==> src/rtl/gray_counter_ctrl_if.sv <==
// Command handshake bundle for gray_counter_ctrl: valid/ready plus opcode and argument.
interface gray_counter_ctrl_if #(
    parameter int STEP_W = 4
) ();
    logic              cmd_valid;
    logic              cmd_ready;
    logic [1:0]        cmd_op;
    logic [STEP_W-1:0] cmd_arg;

    modport master (
        output cmd_valid,
        output cmd_op,
        output cmd_arg,
        input  cmd_ready
    );

    modport slave (
        input  cmd_valid,
        input  cmd_op,
        input  cmd_arg,
        output cmd_ready
    );
endinterface

==> src/rtl/gray_counter_ctrl.sv <==
// 3-bit binary/Gray step counter driven by LOAD/UP/DOWN/NOP commands.
// Define GRAY_CTRL_SAT_EN to make stepping saturate at 0/7 instead of wrapping.
module gray_counter_ctrl #(
    parameter int STEP_W = 4
) (
    input  logic                clock,
    input  logic                reset,
    gray_counter_ctrl_if.slave  cmd,
    input  logic                abort,
    output logic [2:0]          count,
    output logic [2:0]          gray,
    output logic                busy,
    output logic                done,
    output logic                wrap
);
    typedef enum logic [1:0] {
        IDLE = 2'b00,
        RUN  = 2'b01,
        DONE = 2'b10
    } state_t;

    localparam logic [1:0]        OP_LOAD  = 2'b00;
    localparam logic [1:0]        OP_UP    = 2'b01;
    localparam logic [1:0]        OP_DOWN  = 2'b10;
    localparam logic [STEP_W-1:0] REM_ZERO = {STEP_W{1'b0}};
    localparam logic [STEP_W-1:0] REM_ONE  = {{(STEP_W-1){1'b0}}, 1'b1};

    state_t            state_r, state_nxt_s;
    logic [2:0]        count_r, count_nxt_s;
    logic [2:0]        gray_r;
    logic [STEP_W-1:0] rem_r, rem_nxt_s;
    logic              up_r, up_nxt_s;
    logic              wrap_r, wrap_nxt_s;
    logic              busy_r, done_r, ready_r;

    function automatic logic [2:0] bin2gray(input logic [2:0] b);
        return b ^ (b >> 1);
    endfunction

    // Next-state, next-count and wrap-pulse decode
    always_comb begin
        state_nxt_s = state_r;
        count_nxt_s = count_r;
        rem_nxt_s   = rem_r;
        up_nxt_s    = up_r;
        wrap_nxt_s  = 1'b0;
        case (state_r)
            IDLE: begin
                if (cmd.cmd_valid && ready_r) begin
                    case (cmd.cmd_op)
                        OP_LOAD: begin
                            count_nxt_s = cmd.cmd_arg[2:0];
                            state_nxt_s = DONE;
                        end
                        OP_UP, OP_DOWN: begin
                            if (cmd.cmd_arg == REM_ZERO) begin
                                state_nxt_s = DONE;
                            end else begin
                                rem_nxt_s   = cmd.cmd_arg;
                                up_nxt_s    = (cmd.cmd_op == OP_UP);
                                state_nxt_s = RUN;
                            end
                        end
                        default: begin
                            state_nxt_s = DONE;
                        end
                    endcase
                end else begin
                    state_nxt_s = IDLE;
                end
            end
            RUN: begin
                if (abort) begin
                    rem_nxt_s   = REM_ZERO;
                    state_nxt_s = DONE;
                end else begin
`ifdef GRAY_CTRL_SAT_EN
                    // Saturating: the step is still consumed even when pinned at a rail
                    if (up_r) begin
                        count_nxt_s = (count_r == 3'd7) ? 3'd7 : count_r + 3'd1;
                    end else begin
                        count_nxt_s = (count_r == 3'd0) ? 3'd0 : count_r - 3'd1;
                    end
`else
                    if (up_r) begin
                        count_nxt_s = count_r + 3'd1;
                        wrap_nxt_s  = (count_r == 3'd7);
                    end else begin
                        count_nxt_s = count_r - 3'd1;
                        wrap_nxt_s  = (count_r == 3'd0);
                    end
`endif
                    rem_nxt_s = rem_r - REM_ONE;
                    if (rem_r == REM_ONE) begin
                        state_nxt_s = DONE;
                    end else begin
                        state_nxt_s = RUN;
                    end
                end
            end
            DONE: begin
                state_nxt_s = IDLE;
            end
            default: begin
                state_nxt_s = IDLE;
                rem_nxt_s   = REM_ZERO;
            end
        endcase
    end

    // State and registered outputs; status flags decode the next state so they align with it
    always_ff @(posedge clock or posedge reset) begin
        if (reset) begin
            state_r <= IDLE;
            count_r <= 3'd0;
            gray_r  <= 3'd0;
            rem_r   <= REM_ZERO;
            up_r    <= 1'b0;
            wrap_r  <= 1'b0;
            busy_r  <= 1'b0;
            done_r  <= 1'b0;
            ready_r <= 1'b0;
        end else begin
            state_r <= state_nxt_s;
            count_r <= count_nxt_s;
            gray_r  <= bin2gray(count_nxt_s);
            rem_r   <= rem_nxt_s;
            up_r    <= up_nxt_s;
            wrap_r  <= wrap_nxt_s;
            busy_r  <= (state_nxt_s == RUN);
            done_r  <= (state_nxt_s == DONE);
            ready_r <= (state_nxt_s == IDLE);
        end
    end

    assign cmd.cmd_ready = ready_r;
    assign count         = count_r;
    assign gray          = gray_r;
    assign busy          = busy_r;
    assign done          = done_r;
    assign wrap          = wrap_r;
endmodule

==> src/flat_wrapper.sv <==
// flat-port wrapper written by rule: the top's interface ports become plain ports
module gray_counter_ctrl_flat 
#(
    parameter int STEP_W = 4
)
  (clock, reset, abort, count, gray, busy, done, wrap, cmd_cmd_valid, cmd_cmd_op, cmd_cmd_arg, cmd_cmd_ready);
  gray_counter_ctrl_if #(.STEP_W(STEP_W)) cmd_i ();
  input  logic clock;
  input  logic reset;
  input  logic abort;
  output logic [2:0] count;
  output logic [2:0] gray;
  output logic busy;
  output logic done;
  output logic wrap;
  input wire logic [$bits(cmd_i.cmd_valid)-1:0] cmd_cmd_valid;
  input wire logic [$bits(cmd_i.cmd_op)-1:0] cmd_cmd_op;
  input wire logic [$bits(cmd_i.cmd_arg)-1:0] cmd_cmd_arg;
  output wire logic [$bits(cmd_i.cmd_ready)-1:0] cmd_cmd_ready;
  assign cmd_i.cmd_valid = cmd_cmd_valid;
  assign cmd_i.cmd_op = cmd_cmd_op;
  assign cmd_i.cmd_arg = cmd_cmd_arg;
  assign cmd_cmd_ready = cmd_i.cmd_ready;
  gray_counter_ctrl #(.STEP_W(STEP_W)) u_core (.clock(clock), .reset(reset), .cmd(cmd_i), .abort(abort), .count(count), .gray(gray), .busy(busy), .done(done), .wrap(wrap));
endmodule
==> config.mk <==
export PLATFORM = sky130hd
export DESIGN_NAME = gray_counter_ctrl_flat
export DESIGN_NICKNAME = d
export VERILOG_FILES = /design/src/rtl/gray_counter_ctrl_if.sv /design/src/rtl/gray_counter_ctrl.sv /design/src/flat_wrapper.sv
export SDC_FILE = /design/constraint.sdc
export NUM_CORES = 1
export LEC_CHECK = 0
export ABC_AREA = 1
export CAP_MARGIN = 30
export CELL_PAD_IN_SITES_DETAIL_PLACEMENT = 0
export CELL_PAD_IN_SITES_GLOBAL_PLACEMENT = 1
export CORE_MARGIN = 8
export CORE_UTILIZATION = 39
export DETAILED_ROUTE_END_ITERATION = 10
export DONT_BUFFER_PORTS = 1
export PLACE_DENSITY = 0.83
export SYNTH_ARGS = -nofsm -noshare
export SYNTH_HDL_FRONTEND = slang
export SYNTH_SLANG_ARGS = --single-unit
==> constraint.sdc <==
create_clock -name clock -period 1.37 [get_ports clock]
set_input_delay 0.2055 -clock clock [delete_from_list [all_inputs] [get_ports clock]]
set_output_delay 0.2055 -clock clock [all_outputs]
set_load 0.02 [all_outputs]
==> metrics.txt, run 1 <==
# TYPE chip_impl_metric gauge
chip_impl_metric{name="synth.ff_latch_count",unit=""} 16
chip_impl_metric{name="synthCells",unit=""} 120
chip_impl_metric{name="mappedNetlistNets",unit=""} 135
chip_impl_metric{name="tightestPinTransition",unit="ns"} 0.388
chip_impl_metric{name="detailed_place.area",unit="sq um"} 1030
chip_impl_info{name="timing.critical_path.to_type",value="flop"} 1
chip_impl_metric{name="cts.path.max_buffers",unit=""} 2
chip_impl_metric{name="die_h",unit="microns"} 65.1
chip_impl_metric{name="yosys_warnings",unit=""} 0
chip_impl_metric{name="rr_worst_depth",unit=""} 8
chip_impl_metric{name="ys_seq_area_frac",unit=""} 0.427
chip_impl_metric{name="gr-total-overflow",unit=""} 0
chip_impl_metric{name="grt_start_max_net_pins",unit=""} 11
chip_impl_metric{name="min_delay_path_depth",unit=""} 3
chip_impl_metric{name="netlist_area",unit="sq um"} 938
chip_impl_metric{name="worst_ep_arrival_time",unit="ns"} 1.69
chip_impl_info{name="clock_root_buffer",value="clkbuf_4"} 1
chip_impl_info{name="result_of_the_run",value="finished with violations"} 1
chip_impl_info{name="violations",value="setup timing"} 1
chip_impl_metric{name="grt_util_met1",unit=""} 0.139
chip_impl_metric{name="postRouteWirelength",unit="microns"} 2280
chip_impl_metric{name="vias_in_the_first_global_route",unit=""} 882
chip_impl_metric{name="die_area",unit="sq um"} 4230
chip_impl_metric{name="grt_use_met2",unit=""} 0.193
chip_impl_metric{name="regToRegSetupSlack",unit="ns"} -0.12
chip_impl_info{name="tritoncts",value="built"} 1
chip_impl_metric{name="synthToLayoutAreaGrowth",unit="%"} 20.8
chip_impl_info{name="min_from",value="abort"} 1
chip_impl_metric{name="power.ir.vdd_worst",unit="mV"} 0.950
chip_impl_metric{name="cap_violations",unit=""} 0
chip_impl_metric{name="hold_violations",unit=""} 0
chip_impl_metric{name="critical_path_peak_fanout",unit=""} 4
chip_impl_metric{name="fill_cells",unit=""} 244
chip_impl_metric{name="clock-sinks",unit=""} 16
chip_impl_metric{name="post_drt_via_cell_ratio",unit=""} 5.05
chip_impl_metric{name="dp.final_hpwl",unit="microns"} 1780
chip_impl_metric{name="layout.core_utilization",unit=""} 0.503
chip_impl_metric{name="instance_count_after_placement_with_tap_cells_included",unit=""} 155
chip_impl_metric{name="p_per_area",unit="nW/um^2"} 2370
chip_impl_metric{name="setup_viol_count_final",unit=""} 3
chip_impl_metric{name="slew-limit-headroom",unit=""} 0.741
chip_impl_metric{name="finalMaxSlewViolations",unit=""} 0
chip_impl_info{name="final_common_cell",value="nand2_1"} 1
chip_impl_metric{name="gr-usage-met3",unit=""} 0.0447
chip_impl_metric{name="period_needed",unit="ns"} 1.49
chip_impl_metric{name="clock_tree.htree_level_count",unit=""} 1
chip_impl_metric{name="floorplan.die.width",unit="microns"} 65.1
chip_impl_info{name="commonest_cells_after_routing_fill_and_taps_aside",value="nand2_1, inv_1, dfrtp_1"} 1
chip_impl_metric{name="fp-row-count",unit=""} 17
chip_impl_metric{name="drc_errors",unit=""} 0
chip_impl_metric{name="post_synth.cell_area_avg",unit="sq um"} 7.82
chip_impl_metric{name="portBuffers",unit=""} 0
chip_impl_info{name="min_path_type",value="input port to flop"} 1
chip_impl_metric{name="portion_of_the_clock_cycle_consumed_by_the_worst_path_in_the_final_layout",unit=""} 1.09
chip_impl_metric{name="antenna_found_initial",unit=""} 0
chip_impl_metric{name="global_route.usage.total",unit=""} 0.120
chip_impl_metric{name="drt-initial-drc-count",unit=""} 43
chip_impl_metric{name="finalNonFillerCells",unit=""} 164
chip_impl_metric{name="tns",unit="ns"} -0.292
chip_impl_metric{name="grt_pass1_wl",unit="microns"} 4030
chip_impl_metric{name="fin_total_pwr",unit="mW"} 2.69
chip_impl_info{name="timing.hold.worst_endpoint",value="u_core.busy$_DFF_PP0_"} 1
chip_impl_info{name="critical_path.reg2reg.endpoint",value="u_core.gray[0]$_DFF_PP0_"} 1
chip_impl_info{name="grt_setup_unrepaired",value="yes"} 1
chip_impl_metric{name="detailedRoute.firstPassIterationCount",unit=""} 4
chip_impl_metric{name="design_area",unit="sq um"} 1130
chip_impl_metric{name="ant_nets",unit=""} 0
chip_impl_metric{name="gpl.final_weighted_congestion",unit=""} 0.855
chip_impl_metric{name="clock_transition_at_the_registers_of_the_reported_paths",unit="ns"} 0.10
chip_impl_metric{name="max_freq",unit="GHz"} 0.670
chip_impl_metric{name="insertion_delay",unit="ns"} 0.29
chip_impl_metric{name="drive_above_1_share",unit=""} 0.279
chip_impl_info{name="crit_type",value="flop to flop"} 1
chip_impl_metric{name="final_critical_path_setup_slack",unit="ns"} -0.122
chip_impl_info{name="grt.busiest_layer",value="met2"} 1
chip_impl_metric{name="clock_skew",unit="ns"} 0.00149
chip_impl_metric{name="core_area",unit="sq um"} 2250
chip_impl_metric{name="cts-buffers-inserted",unit=""} 3
chip_impl_metric{name="boundaryPins",unit=""} 20
chip_impl_metric{name="floorplan.initialDensity",unit=""} 0.416
chip_impl_metric{name="power.leakage",unit="nW"} 0.595
chip_impl_metric{name="vias",unit=""} 828
chip_impl_info{name="startpoint_type",value="flop"} 1
chip_impl_metric{name="insertedDiodeCount",unit=""} 0
chip_impl_metric{name="final_net_count",unit=""} 152
chip_impl_info{name="reg2reg_from",value="u_core.count[0]$_DFF_PP0_"} 1
chip_impl_metric{name="per_cell_routed_wire_length",unit="microns"} 13.9
chip_impl_metric{name="required",unit="ns"} 1.57
chip_impl_metric{name="synth_cell_type_count",unit=""} 24
-- cell families (layout without fill, tap and decap cells) --
| logic type | count (synthesis) | count (layout) | synth area share |
|---|---|---|---|
| buffers and inverters | 21 | 37 | 0.0880 |
| xor gates and xnor gates | 2 | 2 | 0.0187 |
| DFF | 16 | 16 | 0.427 |
| AOI/OAI and AO/OA | 14 | 14 | 0.0827 |
| adders and majority gates | 5 | 5 | 0.0747 |
| and+or+nand+nor | 62 | 62 | 0.309 |
-- final cells by class --
cell class	instances	area (sq um)	area share
clock buffer	4	36.3	0.0320
sequential	16	403	0.355
multi-input combinational	83	484	0.427
tap	28	35.0	0.0309
inverter	20	75.1	0.0662
timing repair buffer	13	100	0.0883
-- critical path: stages (launching register included) --
cell and delay (ns):
dfrtp_2 0.44, fa_2 0.57, inv_2 0.04, nor2_2 0.08
nor2_2 0.05, nand2_4 0.07, inv_2 0.04, nand2_1 0.05
nand2_1 0.04
-- synthesized netlist by cell type --
master,number,area [sq um]
nand3_1,10,50.1
nand2_2,1,6.26
ha_1,4,50.1
buf_4,1,7.51
a22oi_1,1,7.51
xor2_1,1,8.76
inv_1,18,67.6
nand4_1,5,31.3
a31oi_1,1,6.26
a21oi_1,3,15.0
nor2_4,1,11.3
o22ai_1,1,6.26
nor2_1,6,22.5
o211ai_1,1,7.51
nor3_1,1,5.00
nand2_4,1,11.3
inv_2,2,7.51
xnor2_1,1,8.76
nand2_1,33,124
dfrtp_1,16,400
fa_1,1,20.0
nand3_2,1,10.0
nor2_2,3,18.8
o21ai_0,7,35.0
-- registers in the layout, summed over array words and instances, names as in the netlist --
name	cells
u_core.rem_r	4
u_core.wrap	1
u_core.busy	1
u_core.gray	2
u_core.up_r	1
u_core.state_r	2
u_core.done	1
u_core.count	3
u_core.cmd.cmd_ready	1
-- worst max path at each step --
stage / endpoint / slack, ns / startpoint
4_1_cts: u_core.gray[0]$_DFF_PP0_ / -0.1 / u_core.up_r$_DFFE_PP0P_
2_1_floorplan: u_core.gray[1]$_DFF_PP0_ / -0.06 / u_core.count[1]$_DFF_PP0_
6_report: u_core.gray[0]$_DFF_PP0_ / -0.12 / u_core.count[0]$_DFF_PP0_
3_3_place_gp: u_core.gray[1]$_DFF_PP0_ / -0.06 / u_core.up_r$_DFFE_PP0P_
5_1_grt: u_core.gray[1]$_DFF_PP0_ / -0.19 / u_core.count[0]$_DFF_PP0_
3_5_place_dp: u_core.gray[1]$_DFF_PP0_ / -0.09 / u_core.up_r$_DFFE_PP0P_
-- layer usage --
layer  wire, microns  vias to the layer above
met3             191                        5
met4              47                        0
met1             998                      385
li1                -                      417
met5               0                        -
met2            1040                       21
-- per-stage QoR --
step | setup slack (ns) | hold WS [ns]
3_3_place_gp | -0.0598 | 0.104
3_5_place_dp | -0.0916 | 0.103
4_1_cts | -0.0967 | 0.107
6_report | -0.122 | 0.106
5_1_grt | -0.191 | 0.122
2_1_floorplan | -0.0585 | 0.119
-- timing repair --
item	4_1_cts	5_1_grt
endpoints found under the hold margin	9	0
gates resized for setup	3	8
setup buffers	4	0
pin swaps	1	5
setup endpoints to repair	3	5
hold buffers	1	0
-- power breakdown --
part | internal (mW) | switching, mW | leakage (nW)
sequential | 0.681 | 0.242 | 0.199
combinational | 0.595 | 0.854 | 0.375
clock | 0.162 | 0.157 | 0.0210
total | 1.44 | 1.25 | 0.595
Power figures use the tool's default switching activity.
==> run 2: changes to the inputs <==
Settings changed: CORE_UTILIZATION 39 to 35, PLACE_DENSITY 0.83 to 0.77.
==> run 2 against run 1 <==
Net effect:
- the flow still finishes with violations (setup timing)
- maximum frequency is 2.9% higher
- worst setup slack better by 0.042 ns
- via count decreased by 3.1%
- clock skew up 0.010 ns
- sequential share of layout area is 1.8 points higher
- register-to-register slack better by 0.04 ns
- routed wire length decreased by 5.6%
- count of clock-buffer cells in the layout is the same
- hold slack worse by 0.011 ns
- flip-flop and latch count stayed put
- critical path depth grew 1
- sequential power is 1% lower
- critical endpoint unchanged
==> metrics.txt, run 2 (synthesis gave the netlist of run 1 again) <==
# TYPE chip_impl_metric gauge
chip_impl_info{name="result_of_the_run",value="finished with violations"} 1
chip_impl_info{name="violations",value="setup timing"} 1
chip_impl_metric{name="required",unit="ns"} 1.55
chip_impl_info{name="timing.hold.worst_endpoint",value="u_core.busy$_DFF_PP0_"} 1
chip_impl_info{name="clock_root_buffer",value="clkbuf_4"} 1
chip_impl_metric{name="boundaryPins",unit=""} 20
chip_impl_metric{name="grt_start_max_net_pins",unit=""} 17
chip_impl_metric{name="placement.setup.worst_slack",unit="ns"} -0.0618
chip_impl_info{name="tritoncts",value="built"} 1
chip_impl_info{name="timing.critical_path.to_type",value="flop"} 1
chip_impl_metric{name="tightestPinTransition",unit="ns"} 0.608
chip_impl_metric{name="period_needed",unit="ns"} 1.45
chip_impl_info{name="crit_type",value="flop to flop"} 1
chip_impl_info{name="largest_register",value="u_core.rem_r"} 1
chip_impl_info{name="reg2reg_from",value="u_core.up_r$_DFFE_PP0P_"} 1
chip_impl_metric{name="critical_path_peak_fanout",unit=""} 4
chip_impl_info{name="min_from",value="abort"} 1
chip_impl_metric{name="floorplan.die.width",unit="microns"} 67.8
chip_impl_metric{name="fill_cells",unit=""} 269
chip_impl_metric{name="detailed_place.area",unit="sq um"} 1020
chip_impl_metric{name="hold_violations",unit=""} 0
chip_impl_metric{name="portion_of_the_clock_cycle_consumed_by_the_worst_path_in_the_final_layout",unit=""} 1.06
chip_impl_metric{name="drive_above_1_share",unit=""} 0.215
chip_impl_metric{name="die_area",unit="sq um"} 4590
chip_impl_info{name="grt_setup_unrepaired",value="yes"} 1
chip_impl_metric{name="gr-total-overflow",unit=""} 0
chip_impl_metric{name="ant_nets",unit=""} 0
chip_impl_metric{name="antenna_found_initial",unit=""} 0
chip_impl_metric{name="setup_viol_count_final",unit=""} 2
chip_impl_metric{name="slew-limit-headroom",unit=""} 0.594
chip_impl_metric{name="clock_tree.htree_level_count",unit=""} 1
chip_impl_metric{name="min_delay_path_depth",unit=""} 3
chip_impl_metric{name="drt-initial-drc-count",unit=""} 18
chip_impl_metric{name="gpl.final_weighted_congestion",unit=""} 0.780
chip_impl_metric{name="worst_ep_arrival_time",unit="ns"} 1.63
chip_impl_metric{name="per_cell_routed_wire_length",unit="microns"} 13.4
chip_impl_metric{name="layout.core_utilization",unit=""} 0.431
chip_impl_metric{name="final_net_count",unit=""} 146
chip_impl_metric{name="portBuffers",unit=""} 0
chip_impl_metric{name="power.leakage",unit="nW"} 0.564
chip_impl_metric{name="die_h",unit="microns"} 67.8
chip_impl_metric{name="synthToLayoutAreaGrowth",unit="%"} 14.9
chip_impl_metric{name="insertedDiodeCount",unit=""} 0
chip_impl_metric{name="clock_skew",unit="ns"} 0.0118
chip_impl_metric{name="detailedRoute.firstPassIterationCount",unit=""} 4
chip_impl_metric{name="fin_total_pwr",unit="mW"} 2.53
chip_impl_metric{name="vias",unit=""} 802
chip_impl_metric{name="cts.path.max_buffers",unit=""} 2
chip_impl_metric{name="clock_transition_at_the_registers_of_the_reported_paths",unit="ns"} 0.11
chip_impl_info{name="critical_path.reg2reg.endpoint",value="u_core.gray[0]$_DFF_PP0_"} 1
chip_impl_metric{name="rr_worst_depth",unit=""} 9
chip_impl_metric{name="clock-sinks",unit=""} 16
chip_impl_metric{name="design_area",unit="sq um"} 1080
chip_impl_metric{name="drc_errors",unit=""} 0
chip_impl_metric{name="max_reg_flops",unit=""} 4
chip_impl_metric{name="final_critical_path_setup_slack",unit="ns"} -0.0791
chip_impl_metric{name="insertion_delay",unit="ns"} 0.29
chip_impl_metric{name="max_freq",unit="GHz"} 0.690
chip_impl_metric{name="finalMaxSlewViolations",unit=""} 0
chip_impl_info{name="startpoint_type",value="flop"} 1
chip_impl_info{name="final_common_cell",value="nand2_1"} 1
chip_impl_metric{name="floorplan.initialDensity",unit=""} 0.375
chip_impl_metric{name="post_drt_via_cell_ratio",unit=""} 5.01
chip_impl_metric{name="fp-row-count",unit=""} 18
chip_impl_info{name="min_path_type",value="input port to flop"} 1
chip_impl_metric{name="grt_pass1_wl",unit="microns"} 3590
chip_impl_metric{name="power.ir.vdd_worst",unit="mV"} 1.05
chip_impl_metric{name="cap_violations",unit=""} 0
chip_impl_metric{name="postRouteWirelength",unit="microns"} 2150
chip_impl_metric{name="dp.final_hpwl",unit="microns"} 1730
chip_impl_metric{name="regToRegSetupSlack",unit="ns"} -0.08
chip_impl_metric{name="global_route.usage.total",unit=""} 0.104
chip_impl_info{name="commonest_cells_after_routing_fill_and_taps_aside",value="nand2_1, inv_1, dfrtp_1"} 1
chip_impl_metric{name="core_area",unit="sq um"} 2500
chip_impl_metric{name="vias_in_the_first_global_route",unit=""} 780
chip_impl_metric{name="cts-buffers-inserted",unit=""} 3
chip_impl_metric{name="p_per_area",unit="nW/um^2"} 2350
==> run 2: cell count changes in the layout (fill, tap and decap cells not counted), sizes merged <==
cell / change
buf: -6
==> run 2: final cells by class <==
class | instances | area (sq um) | share of cell area
clock buffer | 4 | 36.3 | 0.0336
multi-input combinational | 83 | 472 | 0.437
sequential | 16 | 403 | 0.374
timing repair buffer | 7 | 55.1 | 0.0510
tap | 30 | 37.5 | 0.0348
inverter | 20 | 75.1 | 0.0696
==> run 2: worst max-delay path: stages (launching register included) <==
cell and delay [ns]:
dfrtp_1 0.37, inv_2 0.05, fa_2 0.56, inv_2 0.03, nor2_2 0.08, nor2_2 0.05
nand2_4 0.07, inv_2 0.04, nand2_1 0.04, nand2_1 0.04
==> run 2: worst max-delay path by stage <==
stage / from / to / cells past startpoint
after floorplan: u_core.count[1]$_DFF_PP0_ / u_core.gray[1]$_DFF_PP0_ / 8
after global placement: u_core.up_r$_DFFE_PP0P_ / u_core.gray[0]$_DFF_PP0_ / 9
after detailed placement: u_core.up_r$_DFFE_PP0P_ / u_core.gray[1]$_DFF_PP0_ / 10
after CTS: u_core.up_r$_DFFE_PP0P_ / u_core.gray[1]$_DFF_PP0_ / 10
after global routing: u_core.up_r$_DFFE_PP0P_ / u_core.gray[1]$_DFF_PP0_ / 9
final: u_core.up_r$_DFFE_PP0P_ / u_core.gray[0]$_DFF_PP0_ / 9
==> run 2: repair_timing <==
action	4_1_cts	5_1_grt
hold endpoints to repair	16	0
hold buffers	1	0
gates resized for setup	1	7
pin swaps	0	1
setup buffers	0	0
setup endpoints to repair	2	5
==> run 2: stage by stage <==
stage	hold WS, ns	std cells	TNS [ns]
after floorplan	0.119	120	-0.111
after global placement	0.208	155	-0.0854
after detailed placement	0.209	155	-0.115
after CTS	0.108	160	-0.136
after global routing	0.104	160	-0.366
final	0.0955	160	-0.158
==> run 2: power breakdown <==
part           leakage (nW)  internal, mW  switching [mW]
logic                 0.344         0.488           0.807
clock network        0.0210         0.162           0.165
registers             0.199         0.681           0.231
==> run 2: per-layer routing <==
metal,up-vias,share of wire,track usage
li1,402,-,-
met1,387,0.44,0.125
met2,11,0.47,0.161
met3,2,0.076,0.0414
met4,0,0.0060,0.0435
met5,-,0,0
==> RTL change 1: new RTL, settings of run 2 <==
The option `GRAY_CTRL_SAT_EN` is turned on by a define.
--- a/src/rtl/gray_counter_ctrl.sv
+++ b/src/rtl/gray_counter_ctrl.sv
@@ -1,5 +1,7 @@
 // 3-bit binary/Gray step counter driven by LOAD/UP/DOWN/NOP commands.
 // Define GRAY_CTRL_SAT_EN to make stepping saturate at 0/7 instead of wrapping.
+`define GRAY_CTRL_SAT_EN
+
 module gray_counter_ctrl #(
     parameter int STEP_W = 4
 ) (
Function: changed (Yosys sat finds a counterexample within 4 cycles, from zero or initial values and one cycle with reset high).
==> RTL change 1 against run 2 <==
- the flow still finishes with violations (negative setup slack)
- sequential power shrank 4.2%
- sequential cell count shrank 1
- synthesized area grew 2.7%
- design area grew 17%
- total power grew 16%
- setup slack lost 0.038 ns
- fmax shrank 2.6%
- routed wire length grew 14%
- largest cell class unchanged
==> RTL change 1: results (changes against run 2) <==
| Metric | Value |
|---|---|
| Failing checks | `negative setup slack` |
| CTS Buf Count | `3 (unchanged)` |
| DR pass1 iterations | `4 (unchanged)` |
| Largest net degree at the start of global routing | `16 (-1)` |
| Slowest CP cell | `dfrtp_2` |
| CP Max Fanout | `2 (-2)` |
| Synth Area in Compound Gates | `0.09870 (+0.01603)` |
| Fin Setup TNS | `-0.1862 ns (-0.02814 ns)` |
| Total Nets Final | `176 (+21%)` |
| Synth Area in Adders | `0.1039 (+0.02923)` |
| Status | `finished, violations left` |
| Top delay family on crit path | `simple AND/OR/NAND/NOR gates` |
| Max-Slew Margin vs Limit | `0.5956 (+0.001166)` |
| Place WS | `-0.08366 ns (-0.02183 ns)` |
| Hold Vio Cnt, Final | `0 (unchanged)` |
| Hold Crit Class | `in -> reg` |
| Vias | `920 (+15%)` |
| Drt initial violations | `47 (+29)` |
| YS warnings | `0 (unchanged)` |
| Ys async rst share | `1.000 (unchanged)` |
| Commonest register cell after synthesis | `dfrtp_1` |
| Post-synthesis sequential area ratio | `0.3896 (-0.03706)` |
| Vias in the first global route | `978 (+25%)` |
| Worst Setup SP | `u_core.count[0]$_DFF_PP0_` |
| CP arrival | `1.71 ns (+0.08 ns)` |
| Synthesized net count | `153 (+13%)` |
| Distinct cell type count after synthesis | `18 (-25%)` |
| Placer Congestion | `0.7711 (-1.2%)` |
| Final clock skew | `0.0009683 ns (-0.01084 ns)` |
| Max VDD drop | `0.001345 V (+28%)` |
| Overall routing resource usage | `0.1186 (+0.01496)` |
| Synth Area in XOR/XNOR | `0.009091 (-0.009576)` |
| # diodes | `0 (unchanged)` |
| Synth area leaders | `dfrtp_1 (39%), nand2_1 (18%), ha_1 (10%), inv_1 (8.6%), o21ai_0 (6.8%)` |
| Int Pwr | `1.532 mW (+15%)` |
| Critical Path Max Stage Delay | `0.42 ns (-0.14 ns)` |
| Synth cell count leaders | `nand2_1 (45), inv_1 (22), dfrtp_1 (15), o21ai_0 (13), nand3_1 (11)` |
| Initial antenna violation count | `0 (unchanged)` |
| WL per Instance | `13.02 microns (-3.1%)` |
| DP HPWL | `1.886 mm (+8.8%)` |
| Setup ws final | `-0.1171 ns (-0.03801 ns)` |
| First-pass GRT wire length | `4.222 mm (+17%)` |
| Final setup fails | `2 (unchanged)` |
| P_leak | `0.6621 nW (+17%)` |
| Largest register FFs | `4 (unchanged)` |
| Clock Latency Late Sink | `0.27 ns (-0.02 ns)` |
| Number of fill cells | `269 (unchanged)` |
| Worst-path clk slew | `0.09 ns (-0.02 ns)` |
| Layout cells sized above 1 | `0.3057 (+0.09035)` |
-- RTL change 1: worst reg2reg max path, cell delays in order, from the launching register on --
cell     delay, ns
dfrtp_2       0.42
inv_2         0.08
ha_4          0.13
buf_4         0.12
ha_4          0.11
nand2_1       0.05
nand2_1       0.09
nand3_2       0.07
nand2_2       0.08
nand2_1       0.05
nor2_1        0.10
nand2_1       0.05
nand2_1       0.06
-- RTL change 1: layout make-up --
| cell class | count | area, sq um | share of cell area |
|---|---|---|---|
| clock buffer | 4 | 26.28 | 0.02081 |
| multi-input combinational | 96 | 584.3 | 0.4628 |
| timing repair buffer | 20 | 152.6 | 0.1209 |
| tap | 31 | 38.79 | 0.03072 |
| inverter | 22 | 82.58 | 0.06541 |
| sequential | 15 | 377.9 | 0.2993 |
-- RTL change 1: per-stage QoR --
stage | power [mW] | cells | hold WS, ns | instance area (sq um)
final | 2.930 | 188 | 0.1394 | 1262
after global routing | 3.234 | 188 | 0.1425 | 1262
after CTS | 2.734 | 185 | 0.1397 | 1186
after detailed placement | 2.352 | 177 | 0.2059 | 1102
after global placement | 2.318 | 177 | 0.1897 | 1102
after floorplan | 1.860 | 135 | 0.1068 | 980.9
-- RTL change 1: repair_timing --
item	4_1_cts	5_1_grt
pin swaps	1	8
hold buffers	1	0
endpoints found under the hold margin	15	0
gates resized for setup	6	14
setup buffers	3	3
setup endpoints to repair	2	9
-- RTL change 1: worst paths after layout --
| path | end | depth (start not counted) |
|---|---|---|
| setup / recovery | u_core.gray[0]$_DFF_PP0_ | 12 |
| hold reg to reg | u_core.rem_r[3]$_DFFE_PP0P_ | 2 |
| setup reg to reg | u_core.gray[0]$_DFF_PP0_ | 12 |
| max in group asynchronous | u_core.count[1]$_DFF_PP0_ | 2 |
| min in group asynchronous | u_core.gray[0]$_DFF_PP0_ | 2 |
| hold / removal | u_core.done$_DFF_PP0_ | 2 |
-- RTL change 1: logic make-up (layout without fill, tap and decap cells) --
logic type | count (synthesis) | count (layout)
and+or+nand+nor | 68 | 68
other | 1 | 1
buffers and inverters | 24 | 46
AOI/OAI and AO/OA | 18 | 18
xor gates and xnor gates | 1 | 1
DFF | 15 | 15
adders and majority gates | 8 | 8
-- RTL change 1: metal layers --
metal	track usage	part of all wire	up-vias
met5	0	0	-
met4	0.06394	0.024	0
met3	0.02619	0.060	6
met2	0.2114	0.54	21
met1	0.1267	0.37	430
li1	-	-	463
-- RTL change 1: power groups by stage --
stage,logic (mW),registers [mW],clock network (mW)
after floorplan,0.927,0.933,0
after global placement,1.44,0.874,0
after detailed placement,1.47,0.885,0
after CTS,1.60,0.864,0.266
after global routing,2.05,0.900,0.284
final,1.81,0.873,0.251
==> RTL change 2: new RTL, settings of run 2 <==
Without the edit above. The 3 states of `state_t` get a one-hot encoding in 3 bits.
--- a/src/rtl/gray_counter_ctrl.sv
+++ b/src/rtl/gray_counter_ctrl.sv
@@ -13,10 +13,10 @@
     output logic                done,
     output logic                wrap
 );
-    typedef enum logic [1:0] {
-        IDLE = 2'b00,
-        RUN  = 2'b01,
-        DONE = 2'b10
+    typedef enum logic [2:0] {
+        IDLE = 3'b001,
+        RUN  = 3'b010,
+        DONE = 3'b100
     } state_t;
 
     localparam logic [1:0]        OP_LOAD  = 2'b00;
Behaviour: no difference found for any inputs over 10 cycles, from zero or initial values and one cycle with reset high; not proved beyond that.
==> RTL change 2 against run 2 <==
- the flow still finishes with violations (negative setup slack)
- critical path depth shrank 2
- combinational power grew 53%
- design area grew 17%
- sequential share of layout area shrank 3.4 points
- total power grew 29%
- sequential cell count grew 1
- routed wire length grew 18%
- first-iteration DRC count grew 100%
- non-clock buffer count grew 6
- synthesized area grew 10%
- setup slack lost 0.035 ns
- highest routed layer unchanged
==> RTL change 2: results (changes against run 2) <==
| Metric | Value |
|---|---|
| Number of fill cells | `291 (+8.2%)` |
| DR vias/cell | `5.170 (+3.1%)` |
| Max-Slew Margin vs Limit | `0.7663 (+0.1718)` |
| GRT met1 Usage | `0.1258 (+0.001070)` |
| Post-synthesis sequential area ratio | `0.4133 (-0.01333)` |
| GR met2 Demand/Resource | `0.1620 (+0.001025)` |
| Synth Area in Adders | `0.06788 (-0.006788)` |
| Grt met3 use | `0.03955 (-0.001843)` |
| Net Sw Frac | `0.4995 (+0.02478)` |
| Synth Area in Compound Gates | `0.07030 (-0.01236)` |
| Reg-to-reg startpoint | `u_core.count[0]$_DFF_PP0_` |
| Synthesized net count | `150 (+11%)` |
| Fraction of area in multi-input gates | `0.4509 (+0.01359)` |
| Synth area leaders | `dfrtp_1 (39%), nand2_1 (14%), nand3_1 (6.8%), inv_1 (6.5%), ha_1 (4.8%)` |
| Sequential cell area | `429.2 sq um (+6.5%)` |
| Register share of the cell area | `0.3399 (-0.03361)` |
| Setup ws final | `-0.1142 ns (-0.03510 ns)` |
| Total Nets Final | `167 (+14%)` |
| First-pass GRT wire length | `4.278 mm (+19%)` |
| RR Endpoint | `u_core.gray[1]$_DFF_PP0_` |
| Synthesized instance count | `135 (+13%)` |
| Failing checks | `negative setup slack` |
| Worst Hold Path EP | `u_core.rem_r[3]$_DFFE_PP0P_` |
| CP arrival | `1.67 ns (+0.04 ns)` |
| Ys async rst share | `1.000 (unchanged)` |
| Final clock skew | `0.008399 ns (-0.003413 ns)` |
| Signal buffers | `13 (+6)` |
| Min-delay src | `cmd_cmd_arg[3]` |
| Hold path depth | `4 (+1)` |
| Hold WS | `0.1252 ns (+0.02978 ns)` |
| Drt initial violations | `36 (+18)` |
| Metal3 WL | `115 microns (-30%)` |
| Layout cells sized above 1 | `0.3311 (+0.1157)` |
| Post-CTS sizing | `0 (-1)` |
| Synth cell count leaders | `nand2_1 (38), inv_1 (18), dfrtp_1 (16), nand3_1 (14), nor2_1 (9)` |
| Inverters | `24 (+20%)` |
| P_leak | `0.6515 nW (+16%)` |
| Top-area cell type share of the netlist area | `0.3879 (-0.03879)` |
| Max VDD drop | `0.001206 V (+15%)` |
| Area added between synthesis and finish | `22.30%` |
| Reg2reg path depth | `7 (-2)` |
| Distinct cell type count after synthesis | `26 (+8.3%)` |
| Place WS | `-0.06695 ns (-0.005119 ns)` |
| Placer Congestion | `0.8741 (+12%)` |
| Final setup fails | `6 (+4)` |
| Overall routing resource usage | `0.1041 (+0.0004721)` |
| Synth Area in XOR/XNOR | `0.008485 (-0.01018)` |
| Reg with most FFs | `u_core.rem_r` |
| Clk tree area frac | `0.02180 (-0.01184)` |
| Layout non-clock buf frac | `0.08523 (+0.03419)` |
| Met1 WL | `1.182 mm (+24%)` |
| Fin Setup TNS | `-0.2812 ns (-0.1232 ns)` |
| Status | `finished, violations left` |
| Count of multi-input gates | `93 (+12%)` |
| Clk sinks | `17 (+1)` |
| Register share of total power | `0.311 (-0.049)` |
| Vias in the first global route | `948 (+22%)` |
| WL per Instance | `13.99 microns (+4.1%)` |
RTL change 2: cell count changes after synthesis, moves of 2 or more:
cell / change
inv_2: +4
nand2_1: +5
nand3_1: +4
nor2_1: +3
o21ai_0: -4
o22ai_1: +2
RTL change 2: worst max path at each step:
| stage | from | endpoint | slack, ns |
|---|---|---|---|
| final | u_core.count[0]$_DFF_PP0_ | u_core.gray[1]$_DFF_PP0_ | -0.11 |
| after global routing | u_core.count[0]$_DFF_PP0_ | u_core.gray[0]$_DFF_PP0_ | -0.20 |
| after CTS | u_core.up_r$_DFFE_PP0P_ | u_core.gray[1]$_DFF_PP0_ | -0.09 |
| after detailed placement | u_core.up_r$_DFFE_PP0P_ | u_core.gray[1]$_DFF_PP0_ | -0.07 |
| after global placement | u_core.up_r$_DFFE_PP0P_ | u_core.gray[1]$_DFF_PP0_ | -0.03 |
| after floorplan | u_core.count[1]$_DFF_PP0_ | u_core.gray[1]$_DFF_PP0_ | -0.08 |
